--- config.mk ---
export PLATFORM = sky130hd
export DESIGN_NAME = ni_inject_ctrl_flat
export DESIGN_NICKNAME = d
export VERILOG_FILES = /design/src/rtl/ni_inject_ctrl_pkg.sv /design/src/rtl/ni_inject_ctrl_if.sv /design/src/rtl/ni_inject_ctrl_sync_fifo.sv /design/src/rtl/ni_inject_ctrl.sv /design/src/flat_wrapper.sv
export SDC_FILE = /design/constraint.sdc
export NUM_CORES = 1
export LEC_CHECK = 0
export CAP_MARGIN = 40
export CORE_UTILIZATION = 30
export CTS_BUF_LIST = sky130_fd_sc_hd__clkbuf_4
export CTS_CLUSTER_SIZE = 14
export DETAILED_ROUTE_END_ITERATION = 7
export HOLD_SLACK_MARGIN = 0.03
export SYNTH_ARGS = -nofsm -noshare
export SYNTH_HDL_FRONTEND = slang
export SYNTH_SLANG_ARGS = --single-unit
--- constraint.sdc ---
create_clock -name clk -period 6.8 [get_ports clk]
set_input_delay 0.68 -clock clk [delete_from_list [all_inputs] [get_ports clk]]
set_output_delay 0.68 -clock clk [all_outputs]
set_load 0.02 [all_outputs]
--- src/rtl/ni_inject_ctrl_pkg.sv ---
// ni_inject_ctrl_pkg: shared NoC injection parameters and flit type
package ni_inject_ctrl_pkg;
  localparam int FLIT_W = 20;
  localparam int PKT_LEN = 30;
  localparam int DEPTH = 32;
  localparam int CREDITS = 4;
  localparam int SKID = 3;
  localparam int CNT_W = $clog2(CREDITS + 1);
  localparam int IDX_W = $clog2(PKT_LEN);
  typedef logic [FLIT_W-1:0] flit_t;
endpackage

--- src/rtl/ni_inject_ctrl_if.sv ---
// ni_inject_ctrl_if: source-side and router-side signal bundle of the injection stage
interface ni_inject_ctrl_if;
  import ni_inject_ctrl_pkg::*;
  flit_t in_data, flit_out;
  logic in_valid, inj_enable, flit_valid, flit_tail, credit_in, err_overflow, err_credit;
  logic [7:0] pkt_sent_cnt;
  modport master (
    output in_data, in_valid, credit_in,
    input  inj_enable, flit_out, flit_valid, flit_tail, pkt_sent_cnt, err_overflow, err_credit
  );
  modport slave (
    input  in_data, in_valid, credit_in,
    output inj_enable, flit_out, flit_valid, flit_tail, pkt_sent_cnt, err_overflow, err_credit
  );
endinterface

--- src/rtl/ni_inject_ctrl_sync_fifo.sv ---
// ni_inject_ctrl_sync_fifo: register-array FIFO with extended pointers and occupancy count
module ni_inject_ctrl_sync_fifo #(
  parameter int DEPTH = 32,
  parameter int FLIT_W = 20,
  localparam int AW = $clog2(DEPTH)
) (
  input  logic              clk,
  input  logic              rst,
  input  logic              i_wr,
  input  logic [FLIT_W-1:0] i_data,
  input  logic              i_rd,
  output logic [FLIT_W-1:0] o_data,
  output logic [AW:0]       o_count,
  output logic              o_full,
  output logic              o_empty
);
  localparam logic [AW:0] PTR_ONE = (AW+1)'(1);
  logic [FLIT_W-1:0] r_mem [DEPTH];
  logic [AW:0] r_wr_ptr, r_rd_ptr;
  always_ff @(posedge clk or posedge rst)
    if (rst) begin
      r_wr_ptr <= '0;
      r_rd_ptr <= '0;
    end else begin
      if (i_wr) r_wr_ptr <= r_wr_ptr + PTR_ONE;
      if (i_rd) r_rd_ptr <= r_rd_ptr + PTR_ONE;
    end
  always_ff @(posedge clk)
    if (i_wr) r_mem[r_wr_ptr[AW-1:0]] <= i_data;
  assign o_data = r_mem[r_rd_ptr[AW-1:0]];
  assign o_count = r_wr_ptr - r_rd_ptr;
  assign o_full = o_count[AW];
  assign o_empty = o_count == '0;
endmodule

--- src/rtl/ni_inject_ctrl.sv ---
// ni_inject_ctrl: credit-flow-controlled flit injection from source buffer into router local port
module ni_inject_ctrl
  import ni_inject_ctrl_pkg::*;
(
  input logic clk,
  input logic rst,
  ni_inject_ctrl_if.slave bus
);
  localparam int AW = $clog2(DEPTH);
  localparam logic [AW:0] DEPTH_C = (AW+1)'(DEPTH);
  localparam logic [AW:0] SKID_C = (AW+1)'(SKID);
  localparam logic [CNT_W-1:0] CRED_MAX = CNT_W'(CREDITS);
  localparam logic [CNT_W-1:0] CRED_ONE = CNT_W'(1);
  localparam logic [IDX_W-1:0] IDX_LAST = IDX_W'(PKT_LEN - 1);
  localparam logic [IDX_W-1:0] IDX_ONE = IDX_W'(1);
  flit_t w_head, r_flit;
  logic [AW:0] w_count, w_occ_next;
  logic w_full, w_empty, w_send, w_wr, w_ovf, w_last;
  logic [CNT_W-1:0] r_cred, w_cred_next;
  logic [IDX_W-1:0] r_idx;
  logic [7:0] r_pkt;
  logic r_inj, r_valid, r_tail, r_err_ovf, r_err_cred;
  ni_inject_ctrl_sync_fifo #(.DEPTH(DEPTH), .FLIT_W(FLIT_W)) u_fifo (
    .clk(clk), .rst(rst), .i_wr(w_wr), .i_data(bus.in_data), .i_rd(w_send),
    .o_data(w_head), .o_count(w_count), .o_full(w_full), .o_empty(w_empty)
  );
  always_comb begin
    w_send = !w_empty && r_cred != '0;
    w_wr = bus.in_valid && (!w_full || w_send);
    w_ovf = bus.in_valid && w_full && !w_send;
    w_last = r_idx == IDX_LAST;
    w_occ_next = w_count + (AW+1)'(w_wr) - (AW+1)'(w_send);
    w_cred_next = (w_send && !bus.credit_in) ? r_cred - CRED_ONE :
                  (bus.credit_in && !w_send && r_cred != CRED_MAX) ? r_cred + CRED_ONE : r_cred;
  end
  always_ff @(posedge clk or posedge rst)
    if (rst) begin
      r_inj <= 1'b0;
      r_flit <= '0;
      r_valid <= 1'b0;
      r_tail <= 1'b0;
      r_pkt <= '0;
      r_err_ovf <= 1'b0;
      r_err_cred <= 1'b0;
      r_cred <= CRED_MAX;
      r_idx <= '0;
    end else begin
      r_inj <= (DEPTH_C - w_occ_next) > SKID_C;
      r_valid <= w_send;
      r_tail <= w_send && w_last;
      r_cred <= w_cred_next;
      if (w_send) begin
        r_flit <= w_head;
        r_idx <= w_last ? '0 : r_idx + IDX_ONE;
        if (w_last) r_pkt <= r_pkt + 8'd1;
      end
      if (w_ovf) r_err_ovf <= 1'b1;
      if (bus.credit_in && !w_send && r_cred == CRED_MAX) r_err_cred <= 1'b1;
    end
  assign bus.inj_enable = r_inj;
  assign bus.flit_out = r_flit;
  assign bus.flit_valid = r_valid;
  assign bus.flit_tail = r_tail;
  assign bus.pkt_sent_cnt = r_pkt;
  assign bus.err_overflow = r_err_ovf;
  assign bus.err_credit = r_err_cred;
endmodule
--- src/flat_wrapper.sv ---
// flat-port wrapper written by rule: the top's interface ports become plain ports
module ni_inject_ctrl_flat import ni_inject_ctrl_pkg::*;
  (clk, rst, bus_in_data, bus_in_valid, bus_credit_in, bus_inj_enable, bus_flit_out, bus_flit_valid, bus_flit_tail, bus_pkt_sent_cnt, bus_err_overflow, bus_err_credit);
  ni_inject_ctrl_if bus_i ();
  input logic clk;
  input logic rst;
  input wire logic [$bits(bus_i.in_data)-1:0] bus_in_data;
  input wire logic [$bits(bus_i.in_valid)-1:0] bus_in_valid;
  input wire logic [$bits(bus_i.credit_in)-1:0] bus_credit_in;
  output wire logic [$bits(bus_i.inj_enable)-1:0] bus_inj_enable;
  output wire logic [$bits(bus_i.flit_out)-1:0] bus_flit_out;
  output wire logic [$bits(bus_i.flit_valid)-1:0] bus_flit_valid;
  output wire logic [$bits(bus_i.flit_tail)-1:0] bus_flit_tail;
  output wire logic [$bits(bus_i.pkt_sent_cnt)-1:0] bus_pkt_sent_cnt;
  output wire logic [$bits(bus_i.err_overflow)-1:0] bus_err_overflow;
  output wire logic [$bits(bus_i.err_credit)-1:0] bus_err_credit;
  assign bus_i.in_data = bus_in_data;
  assign bus_i.in_valid = bus_in_valid;
  assign bus_i.credit_in = bus_credit_in;
  assign bus_inj_enable = bus_i.inj_enable;
  assign bus_flit_out = bus_i.flit_out;
  assign bus_flit_valid = bus_i.flit_valid;
  assign bus_flit_tail = bus_i.flit_tail;
  assign bus_pkt_sent_cnt = bus_i.pkt_sent_cnt;
  assign bus_err_overflow = bus_i.err_overflow;
  assign bus_err_credit = bus_i.err_credit;
  ni_inject_ctrl u_core (.clk(clk), .rst(rst), .bus(bus_i));
endmodule
==> impl_results.md <==
- Startpoint Class: flop
- Run status: finished, final reports clean
- WL/cell: 23.7 microns
- Internal: around 0.0087 W
- Top Ports: 57
- CTS tree: done
- CTS sink cnt: 693
- Fmax: 183 MHz
- Vias in the first global route: 15200
- H-tree depth: 4
- Initial Utilization: 30.3%
- Yosys cell types: 55
- Clk buf depth: 3
- Yosys top cell area share: 70.4%
- Hold_buf cts: 2
- Synth Register Bits: between 600 and 700
- Die Height: 304 microns
- Worst Hold Depth: 2
- Period utilization: 80.4%
- Main synth FF type: edfxtp_1
- Peak VDD IR: 0.268 mV
- Global-route wire length before repair: 103000 microns
- Fill cell count: 8383
- Worst Hold Class: in2reg
- Final ANT Viol Nets: 0
- P_leak: 10.8 nW
- Unrepaired setup endpoints after global routing: false
- Clk pwr share: about a quarter
- Clock-pin transition on the worst setup and hold timing paths: 0.07 ns
- Setup CP Type: reg2reg
- WL final: 71100 microns
- All-Layer GR Usage: 15.4%
- Fin area: about 32000 sq um
- Dpl ws: 1.48 ns
- Asr flop ratio synth: 7.65%
- Layout cells sized above 1: about 29%
- Req. time, crit path: 7.65 ns
- DPL Wire Length: 44000 microns
- Cell row count: between 100 and 150
- Resize count post-CTS: 0
- Post-Synthesis Net Count: ~1500
- Switching share of power: between 30% and 40%
- Grt total ovfl: 0
- Least-Margin Pin Slew: 0.942 ns
- DRT Pass-1 Iters: 5
- Seq/Total Area, Yosys: 75.2%
- Crit end category: flop
- Cell Area, Synth: approximately 27000 sq um
- Adder-Cell Fraction of Synth Area: 1.14%
- Worst hold margin: 0.132 ns
- Min Tclk post-route: around 5.5 ns
- Critical path arrival: 6.32 ns
- Setup TNS: 0 ns
- Max Cap Viol: 0
- IO Port Bufs: 56
- Via/cell ratio: ~4.9
- Syn-to-layout area delta: 17.4%
- Most common cell after layout, fill and taps aside: edfxtp_1
- Dpl cell area: 29700 sq um
- PwrDens: 423 nW/um^2
- Leading area contributor after synthesis: edfxtp_1
- Initial antenna violation count: 11
- Syn Inst Count: 1460
- Combinational share of power: between 30% and 40%
- Placer congestion estimate: between 0.8 and 0.9
- Finished Core Util: 35.6%
- Setup Buffers After CTS: 0
- Worst Slack Setup Final: 1.33 ns
- Via Count: approximately 15000
- Largest cells by area after synthesis: edfxtp_1, mux4_2, dfrtp_1
- Endpoints failing setup: 0
- XOR/XNOR Fraction of Synth Area: less than 1%
- Simple-Gate Fraction of Synth Area: 3.27%
- Synth warnings: 0
- Clk Latency, worst-skew pair: 1.05 ns
- Largest family of logic cells by synthesized area: multiplexers
- Switching power: 0.00487 W
- Syn Area/Cell: 18.7 sq um
- Pins Over Slew Limit: 0
- Headroom to the max-slew limit: 37.2%
- Largest net degree at the start of global routing: 106
- Crit Path Max Fanout: 24
- Clk root buf: clkbuf_4
- Die Wd: 304 microns
- Post-synthesis compound-gate area fraction: under 10%
- Reg2Reg Depth: 18
- Num CTS Buffers: 176
- Total Nets Final: 1716
- Sequential share of power: between 30% and 40%
- Multiplexer share of the synthesized area: between 10% and 20%
- Final Hold Fails: 0
- Starting DRT DRC Count: about 1500
- Post-synth EDFFs: 640
- Commonest non-fill, non-tap cells in the layout: edfxtp_1, clkbuf_4, mux4_2, mux2i_1, nor2_1
- Die area: 92300 sq um
- Clock Skew: 0.0783 ns
- Core area: roughly 90000 sq um
- Drc violations: 0
[power by group through the flow]
stage / logic [W] / clock network [W] / registers [W]
detailed placement: 0.00462 / 0 / 0.00551
finish: 0.00466 / 0.00350 / 0.00542
global placement: 0.00447 / 0 / 0.00550
global route: 0.00494 / 0.00381 / 0.00546
floorplan: 0.00304 / 0 / 0.00537
CTS: 0.00465 / 0.00358 / 0.00542
[registers in the layout, summed over array words and instances, names as in the netlist]
register,count
u_core.u_fifo.r_mem,640
u_core.r_idx,5
u_core.bus.err_overflow,1
u_core.u_fifo.r_wr_ptr,6
u_core.bus.pkt_sent_cnt,8
u_core.bus.flit_out,20
u_core.bus.flit_valid,1
u_core.r_cred,3
u_core.u_fifo.r_rd_ptr,6
u_core.bus.flit_tail,1
u_core.bus.inj_enable,1
u_core.bus.err_credit,1
[routing by layer]
metal	track usage (%)	part of all wire, %	wire (microns)
met1	21.1	44	30900
met2	24.0	47	33500
met3	3.82	7.7	5470
met4	5.21	1.6	1160
met5	0	0.097	69
[logic make-up (layout without fill, tap and decap cells)]
family                     Yosys count  after routing
AOI/OAI and AO/OA                  198            198
xor gates and xnor gates            26             26
adders and majority gates           23             23
buffers and inverters              101            452
DFF                                693            693
muxes                              222            222
other                                0             12
and+or+nand+nor                    197            197
[area by class of cell]
type | instances | area [sq um] | area share, %
tap | 1176 | 1470 | 4.59
multi-input combinational | 666 | 6440 | 20.1
sequential | 693 | 20600 | 64.1
inverter | 18 | 67.6 | 0.211
clock inverter | 67 | 359 | 1.12
antenna | 12 | 30.0 | 0.0937
clock buffer | 253 | 1900 | 5.93
timing repair buffer | 114 | 1220 | 3.82
[final timing paths]
| check | startpoint | endpoint | slack [ns] |
|---|---|---|---|
| hold / removal | bus_in_data[17] | u_core.u_fifo.r_mem[25][17]$_DFFE_PP_ | 0.13 |
| min in group asynchronous | rst | u_core.bus.flit_out[13]$_DFFE_PP0P_ | 0.21 |
| max in group asynchronous | rst | u_core.u_fifo.r_rd_ptr[2]$_DFFE_PP0P_ | 5.98 |
| setup / recovery | u_core.u_fifo.r_rd_ptr[4]$_DFFE_PP0P_ | u_core.bus.inj_enable$_DFF_PP0_ | 1.33 |
| hold reg to reg | u_core.bus.pkt_sent_cnt[7]$_DFFE_PP0P_ | u_core.bus.pkt_sent_cnt[7]$_DFFE_PP0P_ | 0.47 |
| setup reg to reg | u_core.u_fifo.r_rd_ptr[4]$_DFFE_PP0P_ | u_core.bus.inj_enable$_DFF_PP0_ | 1.33 |
[synthesized netlist by cell type, types with 6 or more instances]
master / instances
edfxtp_1: 640
nor2_1: 101
mux2i_1: 100
mux4_2: 100
clkbuf_1: 54
dfrtp_1: 52
a21oi_1: 42
o22ai_1: 41
nand2_1: 36
buf_2: 26
nor2b_1: 23
mux2_2: 22
a211o_1: 21
a211oi_1: 21
a221oi_1: 20
ha_1: 20
o31ai_1: 20
inv_1: 17
xnor2_1: 17
o21ai_0: 12
nand4_1: 8
xor2_1: 8
nor3_1: 7
nand3_1: 6
[critical path: stages (launching register included)]
cell and delay [ns]:
dfrtp_1 0.96, inv_1 0.11, ha_1 0.41, o2111a_1 0.22, a2111oi_4 0.43, xnor2_2 0.29, ha_1 0.27, and4_1 0.28
or2_2 0.34, inv_2 0.33, o21ai_2 0.17, fa_1 0.45, ha_1 0.23, inv_1 0.07, ha_1 0.18, o21bai_1 0.08
a21oi_1 0.19, xor2_1 0.18, nand4_1 0.10
[per-stage QoR]
step | power, W | std cells
2_1_floorplan | 0.00841 | 1460
3_3_place_gp | 0.00997 | 2628
3_5_place_dp | 0.0101 | 2663
4_1_cts | 0.0137 | 2985
5_1_grt | 0.0142 | 2994
6_report | 0.0136 | 2999
Note: power is estimated with default switching activity, not from simulation.
==> RTL edit (config.mk and constraints unchanged) <==
`CREDITS`: 4 -> 8.
--- a/src/rtl/ni_inject_ctrl_pkg.sv
+++ b/src/rtl/ni_inject_ctrl_pkg.sv
@@ -5,3 +5,3 @@
   localparam int DEPTH = 32;
-  localparam int CREDITS = 4;
+  localparam int CREDITS = 8;
   localparam int SKID = 3;
Behaviour: no difference found for any inputs over 4 cycles, from zero or initial values and one cycle with rst high; that may be too few to reach the edited logic, so the function may still have changed.
==> RTL edit against the unedited design <==
- design area decreased by 1.0%
- sequential power about the same
- sequential cell count increased by 1
- count of clock-buffer cells in the layout increased by 1
- wire length decreased by 8.0%
- area after synthesis decreased by 1.0%
- first-iteration DRC count decreased by 8.9%
- fmax decreased by 0.82%
- worst setup slack got worse by 0.045 ns
- total power decreased by 2.1%
- critical path type unchanged
==> RTL edit: results <==
export IMPL_arrival_ns=6.39
export IMPL_dpl_instance_area_um2=29500
export IMPL_crit_fanout=31
export IMPL_utilization_pct=35.7
export IMPL_hpwlAfterDp_um=39100
export IMPL_fillCellCount=8194
export IMPL_synth_xor_area_share_pct=0.967
export IMPL_cts_buffers=170
export IMPL_vdd_drop_max_uv=315
export IMPL_synth_mux_area_share_pct=14.2
export IMPL_layout_nets=1612
export IMPL_leakage_uw=0.0104
export IMPL_place_gp_congestion=0.847
export IMPL_nClkBuffers=254
export IMPL_antenna_found_initial=7
export IMPL_skew_ns=0.0481
export IMPL_finalNonFillerCells=2860
export IMPL_switchingPower_uw=4550
export IMPL_nonClkBufAreaFrac_pct=3.95
export IMPL_clock_latency_ns=1.03
export IMPL_critical_path_top_delay_family="adder cells"
export IMPL_diodes=5
export IMPL_postCtsSetupBuffers=0
export IMPL_n_all_inverters=21
export IMPL_synth_commonest_cells="edfxtp_1 (640), mux4_2 (160), nand2_1 (97), dfrtp_1 (53), clkbuf_1 (46)"
export IMPL_drive_gt1_share_pct=32.8
export IMPL_grt_pass1_vias=14700
export IMPL_sh_seq_area_pct=64.9
export IMPL_avgSynthCellArea_um2=20.1
export IMPL_synthesis_nets=1393
export IMPL_postSynth_asyncResetShare_pct=7.78
export IMPL_grt_start_max_net_pins=105
export IMPL_via_count=13800
export IMPL_die_w_um=302
export IMPL_wl_per_cell_um=22.9
export IMPL_ys_types=48
export IMPL_worstHoldPathType="in -> async"
export IMPL_placed_cells=2552
export IMPL_ys_seq_area_share_pct=76.1
export IMPL_synth_compound_area_share_pct=2.72
export IMPL_multi_input_area_share_pct=19.5
export IMPL_slowest_stage="dfrtp_4"
export IMPL_grt_pass1_wl_um=96900
export IMPL_synth_adder_area_share_pct=1.24
export IMPL_multi_input_cells=555
export IMPL_worst_slew_pin_slew_ns=0.989
export IMPL_drtIter0Drc=1346
export IMPL_signal_buffers=121
export IMPL_yosys_top_cells_area="edfxtp_1 (71%), mux4_2 (13%), dfrtp_1 (4.9%), nand2_1 (1.3%), ha_1 (1.0%)"
export IMPL_critPathMaxStageDelay_ns=0.81
export IMPL_place_worst_setup_slack_ns=1.24
export IMPL_outcome="complete, no violations"
export IMPL_seq_cell_count=694
-- RTL edit: cell types whose count changed in the layout (fill, tap and decap cells not counted), moves of 18 or more --
cell / change
a211oi_1: -20
a31oi_1: +20
a21oi_1: -37
mux2i_1: -79
a211o_1: -21
a221oi_1: -20
nor2_1: -64
nand2_1: +61
nor2b_1: -22
o31ai_1: -20
mux2_2: -21
nor3_1: +20
nand3_1: +18
mux4_2: +60
-- RTL edit: metal layers --
layer	vias to the layer above	GRT usage (%)	part of all wire, %
met5	-	0	0.026
met4	2	5.29	2.2
met3	100	4.96	7.7
met2	546	23.1	48
met1	7142	19.3	42
li1	6034	-	-
-- RTL edit: worst paths after layout --
| kind | from | end | slack, ns | cells past startpoint |
|---|---|---|---|---|
| hold reg to reg | u_core.bus.pkt_sent_cnt[7]$_DFFE_PP0P_ | u_core.bus.pkt_sent_cnt[7]$_DFFE_PP0P_ | 0.47 | 1 |
| max in group asynchronous | rst | u_core.u_fifo.r_rd_ptr[0]$_DFFE_PP0P_ | 6.01 | 3 |
| setup / recovery | u_core.u_fifo.r_rd_ptr[1]$_DFFE_PP0P_ | u_core.bus.inj_enable$_DFF_PP0_ | 1.29 | 19 |
| setup reg to reg | u_core.u_fifo.r_rd_ptr[1]$_DFFE_PP0P_ | u_core.bus.inj_enable$_DFF_PP0_ | 1.29 | 19 |
| hold / removal | rst | u_core.bus.flit_out[2]$_DFFE_PP0P_ | 0.20 | 3 |
| min in group clk | bus_in_data[13] | u_core.u_fifo.r_mem[31][13]$_DFFE_PP_ | 0.30 | 1 |
-- RTL edit: power by group through the flow --
stage	combinational, µW	clock (µW)	sequential, µW
floorplan	2940	0	5380
global placement	4320	0	5500
detailed placement	4470	0	5510
CTS	4490	3500	5420
global route	4800	3730	5460
finish	4480	3400	5420
